==> config.mk <==
export PLATFORM = sky130hd
export DESIGN_NAME = jtag_scan_registers
export DESIGN_NICKNAME = d
export VERILOG_FILES = /design/src/rtl/jtag_scan_registers.sv
export SDC_FILE = /design/constraint.sdc
export NUM_CORES = 1
export LEC_CHECK = 0
export BUFFER_PORTS_ARGS = -buffer_cell sky130_fd_sc_hd__clkbuf_2
export CORE_AREA = 2 2 95 97
export CTS_BUF_LIST = sky130_fd_sc_hd__clkbuf_4 sky130_fd_sc_hd__clkbuf_8
export DETAILED_ROUTE_END_ITERATION = 8
export DIE_AREA = 0 0 97 99
export PLACE_DENSITY_LB_ADDON = 0.05
export SETUP_SLACK_MARGIN = 0.15
export SYNTH_ARGS = -nofsm -noshare
export SYNTH_HDL_FRONTEND = slang
export SYNTH_SLANG_ARGS = --single-unit
==> constraint.sdc <==
create_clock -name tck -period 5.2 [get_ports tck]
set_input_delay 1.04 -clock tck [delete_from_list [all_inputs] [get_ports tck]]
set_output_delay 1.04 -clock tck [all_outputs]
set_load 0.02 [all_outputs]
==> src/rtl/jtag_scan_registers.sv <==
// IR plus BYPASS/IDCODE/USER data registers driven by the registered TAP state.
// Capture/shift/update happen on posedge tck; tdo is launched on negedge tck.
module jtag_scan_registers #(
    parameter int                  IR_WIDTH  = 5,
    parameter int                  DR_WIDTH  = 32,
    parameter logic [31:0]         IDCODE    = 32'h1000_0A3F,
    parameter logic [IR_WIDTH-1:0] IR_IDCODE = IR_WIDTH'(1),
    parameter logic [IR_WIDTH-1:0] IR_USER   = IR_WIDTH'(2)
) (
    input  logic                tck,
    input  logic                rst,
    input  logic [3:0]          state,
    input  logic                tdi,
    input  logic [DR_WIDTH-1:0] user_cap,
    output logic                tdo,
    output logic                tdo_en,
    output logic [IR_WIDTH-1:0] ir_value,
    output logic [DR_WIDTH-1:0] user_out,
    output logic                user_update
);

    // TAP state codes as produced by the TAP controller
    localparam logic [3:0] STATE_TEST_LOGIC_RESET = 4'd0;
    localparam logic [3:0] STATE_RUN_TEST_IDLE    = 4'd1;
    localparam logic [3:0] STATE_SELECT_DR        = 4'd2;
    localparam logic [3:0] STATE_CAPTURE_DR       = 4'd3;
    localparam logic [3:0] STATE_SHIFT_DR         = 4'd4;
    localparam logic [3:0] STATE_EXIT1_DR         = 4'd5;
    localparam logic [3:0] STATE_PAUSE_DR         = 4'd6;
    localparam logic [3:0] STATE_EXIT2_DR         = 4'd7;
    localparam logic [3:0] STATE_UPDATE_DR        = 4'd8;
    localparam logic [3:0] STATE_SELECT_IR        = 4'd9;
    localparam logic [3:0] STATE_CAPTURE_IR       = 4'd10;
    localparam logic [3:0] STATE_SHIFT_IR         = 4'd11;
    localparam logic [3:0] STATE_EXIT1_IR         = 4'd12;
    localparam logic [3:0] STATE_PAUSE_IR         = 4'd13;
    localparam logic [3:0] STATE_EXIT2_IR         = 4'd14;
    localparam logic [3:0] STATE_UPDATE_IR        = 4'd15;

    localparam logic [IR_WIDTH-1:0] IR_CAPTURE = {{(IR_WIDTH-2){1'b0}}, 2'b01};

    logic [IR_WIDTH-1:0] ir_shift;
    logic                bypass_reg;
    logic [31:0]         idcode_reg;
    logic [DR_WIDTH-1:0] user_shift;

    logic sel_idcode;
    logic sel_user;
    logic dr_bit0;

    // DR selection depends only on the active instruction, so it is stable
    // for the whole DR scan.
    always_comb begin
        sel_idcode = 1'b0;
        sel_user   = 1'b0;
        if (ir_value == IR_IDCODE) begin
            sel_idcode = 1'b1;
        end else if (ir_value == IR_USER) begin
            sel_user = 1'b1;
        end
    end

    always_comb begin
        dr_bit0 = bypass_reg;
        if (sel_idcode) begin
            dr_bit0 = idcode_reg[0];
        end else if (sel_user) begin
            dr_bit0 = user_shift[0];
        end
    end

    always_ff @(posedge tck or posedge rst) begin
        if (rst) begin
            ir_shift <= '0;
            ir_value <= IR_IDCODE;
        end else begin
            case (state)
                STATE_TEST_LOGIC_RESET: ir_value <= IR_IDCODE;
                STATE_CAPTURE_IR:       ir_shift <= IR_CAPTURE;
                STATE_SHIFT_IR:         ir_shift <= {tdi, ir_shift[IR_WIDTH-1:1]};
                STATE_UPDATE_IR:        ir_value <= ir_shift;
                default: ;
            endcase
        end
    end

    always_ff @(posedge tck or posedge rst) begin
        if (rst) begin
            bypass_reg <= 1'b0;
            idcode_reg <= '0;
            user_shift <= '0;
        end else begin
            case (state)
                STATE_CAPTURE_DR: begin
                    if (sel_idcode) begin
                        idcode_reg <= IDCODE;
                    end else if (sel_user) begin
                        user_shift <= user_cap;
                    end else begin
                        bypass_reg <= 1'b0;
                    end
                end
                STATE_SHIFT_DR: begin
                    if (sel_idcode) begin
                        idcode_reg <= {tdi, idcode_reg[31:1]};
                    end else if (sel_user) begin
                        user_shift <= {tdi, user_shift[DR_WIDTH-1:1]};
                    end else begin
                        bypass_reg <= tdi;
                    end
                end
                default: ;
            endcase
        end
    end

    // user_update is a single-tck strobe; it self-clears on the following edge.
    always_ff @(posedge tck or posedge rst) begin
        if (rst) begin
            user_out    <= '0;
            user_update <= 1'b0;
        end else begin
            user_update <= 1'b0;
            if (state == STATE_UPDATE_DR && sel_user) begin
                user_out    <= user_shift;
                user_update <= 1'b1;
            end
        end
    end

    // Falling-edge launch gives the downstream device a half cycle of setup.
    always_ff @(negedge tck or posedge rst) begin
        if (rst) begin
            tdo    <= 1'b0;
            tdo_en <= 1'b0;
        end else if (state == STATE_SHIFT_IR) begin
            tdo    <= ir_shift[0];
            tdo_en <= 1'b1;
        end else if (state == STATE_SHIFT_DR) begin
            tdo    <= dr_bit0;
            tdo_en <= 1'b1;
        end else begin
            tdo_en <= 1'b0;
        end
    end

endmodule
After elaboration in Yosys (flattened, before gate mapping). Cells that the tools add are included.

Eq/ne operators: 16. Mux-type cells: 25. Reductions and logical operators: 9.

Operators with widths (number): $mux 32 (6); $pmux 32 s2 (2); $pmux 5 s2 (2); $eq 4x4->1 const B (4); $ne 2x2->1 const B (8); $mux 1 (14); $reduce_and 5->1 (2); $reduce_bool 2->1 (4); $eq 5x1->1 const B (1); $eq 5x2->1 const B (1); $eq 4x2->1 const B (1); $eq 4x3->1 const B (1); $logic_not 4->1 (1); $reduce_and 3->1 (1); $pmux 1 s2 (1); $logic_and 1x1->1 (1).

Flip-flop bits (word level): 110. Bits of input ports: 39.

Longest topological paths before layout.
Depth in word-level cells: 7. Mapped depth: 7. Depth with buffers taken out: 4.

==> flow_summary.yaml <==
floorplanning:
  die_area_um2: 9600
  core-area_um2: 8550
  row_count: 34
  initial_core_util_pct: 51.9
  io-pin-count: 79
  die_x_um: 97
  die_height_um: 99
cts:
  ctsHoldBuffers: 0
  cts-resized-gates: 0
  clk_latency_ns: 0.36
  cts_root_buf: "clkbuf_8"
  cts.clk_slew.worst_paths_ns: 0.09
  postCtsSetupBuffers: 0
  clock_path_buffers: 2
  clock-sinks: 110
  cts_max_level: 3
  cts_buffers: 9
  cts_tree: "done"
route:
  drc: 0
  first_pass_iters: 4
  wl_mm: 8.75
  drt-wirelength-per-cell_um: 15.1
  drtIter0Drc: 146
  vias: 3154
  ant_nets: 0
  routed_via_density: 5.45
sta:
  max_slew_margin_pct: 39.2
  worst_slew_pin_slew_ns: 0.911
  whs_ns: 0.498
  hold_viol: 0
  slew_viol_final: 0
  setup_violations: 0
  fin_tns_setup_ns: 0
  fin_skew_ns: 0.0233
  grt_setup_unrepaired: "false"
final_layout:
  multiInputGateArea_um2: 1570
  drive_above_1_share_pct: 29.1
  register_area_um2: 2750
  final_util_pct: 59.4
  syn_to_final_growth_pct: 14.6
  nets: 506
  fill_cells: 738
  n_antenna_cell: 0
yosys:
  yosysUniqueCellTypes: 30
  synth.cell_area_um2: 4440
  synth_top_family_by_area: "compound AO/OA/AOI/OAI gates"
  synthMuxAreaShare_pct: 8.12
  ys_warn_count: 0
  synth_compound_area_share_pct: 14.8
  synth_area_per_cell_um2: 11.1
  yosys.area.top_type_share_pct: 60.3
  async_flop_share_pct: 100
  syn_inst: 398
  synth_seq_area_share_pct: 62.1
  synth_xor_xnor_area_share_pct: 0
  synth_largest_area_cell: "dfrtp_1"
  synth_fa_ha_area_share_pct: 0
  synth_area_leaders: "dfrtp_1 60%, mux2_2 8.1%, nand2_1 6.5%"
  synth-main-ff-cell: "dfrtp_1"
  synth-simple-area-share_pct: 12.3
  ys_seq_elements: 110
  synth_edf_count: 0
  synth_nets: 437
placement:
  port_buffers: 78
  gp_congestion: 0.814
  dp_hpwl_mm: 5.67
grt:
  first_global_vias: 2996
  grt_first_pass_wirelength_mm: 14.8
  antenna_found_initial: 0
  grt_start_max_net_pins: 65
  track_usage_pct: 19.4
  overflow: 0
worst_setup_path:
  path_max_fanout: 3
  critPathSlowestCell: "dfrtn_1"
  cp_cell_sequence: "clkbuf_2"
  critPathMaxStageDelay_ns: 0.44
  path_buf_inv: 1
  end_kind: "output pin"
  critPathTopFamily: "flip-flops"
  critPathRequiredTime_ns: 4.16
  crit_path_start_kind: "flop"
  critPathKind: "reg2out"
  critPathArrivalTime_ns: 3.56
power_and_ir_drop:
  p_leak_nw: 2.57
  vdd_drop_max_uv: 180
  power_mw: 1.64
  power_density_nw_per_um2: 323
run:
  drv_cap: 0
outcome:
  status: "finished clean"
hold_path:
  hold_class: "reg2reg"
## path summary, 6_finish.rpt
check	from	slack (ns)	cells past startpoint	end
worst max-delay path	tdo	0.60	1	tdo
worst min-delay path	idcode_reg[4]	0.50	1	idcode_reg[4]
worst max register to register	ir_value[4]	0.89	4	tdo
worst min register to register	idcode_reg[4]	0.50	1	idcode_reg[4]
max in group asynchronous	rst	1.91	2	tdo_en
min in group asynchronous	rst	0.58	2	user_shift[0]
## synth_stat cells, types with 5 or more instances
master and n:
dfrtp_1 107, o22a_1 9, buf_2 6, nor2_1 42, o22ai_1 5, a21oi_1 6
clkbuf_1 20, o21ai_0 10, a22o_1 22, mux2_2 32, nand2_1 77, a31oi_1 33
## layout make-up
| cell class | instances | share of cell area (%) |
|---|---|---|
| flip-flops and latches | 110 | 54.2 |
| well taps | 108 | 2.66 |
| clock inverters | 3 | 0.443 |
| multi-input cells | 258 | 30.9 |
| inverters | 4 | 0.369 |
| clock buffers | 12 | 2.88 |
| repair buffers | 84 | 8.57 |
## per-stage QoR
stage	worst slack (ns)	area, um2	instances
floorplan	0.264	4440	398
global placement	0.483	4910	564
detailed placement	0.415	4910	564
CTS	0.579	5080	579
global route	0.558	5080	579
finish	0.595	5080	579
## cell usage in the layout (no fill, tap or decap), types with 3 or more instances in the layout
cell / instances
o22a_1: 9
o21ai_0: 10
dfrtp_1: 107
clkbuf_8: 9
clkbuf_4: 3
inv_1: 3
a22o_1: 22
a31oi_1: 33
buf_4: 6
nand2_1: 77
nor2_1: 41
mux2_2: 32
clkinvlp_4: 4
o22ai_1: 5
a21oi_1: 6
nand2b_1: 3
clkbuf_2: 78
## where the power goes
part / leakage (nW) / internal, mW / switching, mW
combinational: 1.02 / 0.0851 / 0.0960
sequential: 1.47 / 0.946 / 0.0611
clock: 0.0790 / 0.188 / 0.265
## per-layer routing
layer  GRT usage (%)  share of wire [%]  vias up
li1                -                  -     1528
met4            6.39                1.2        0
met3            4.96                4.9        8
met5               0                  0        -
met2            29.1                 44       66
met1            27.9                 50     1552
## kinds of logic (layout without fill, tap and decap cells)
family | after synthesis | in the layout
buf+inv | 30 | 103
mux | 32 | 32
simple gates | 135 | 135
compound gates | 91 | 91
flops | 110 | 110
No activity file was read; power rests on OpenSTA's default activity.
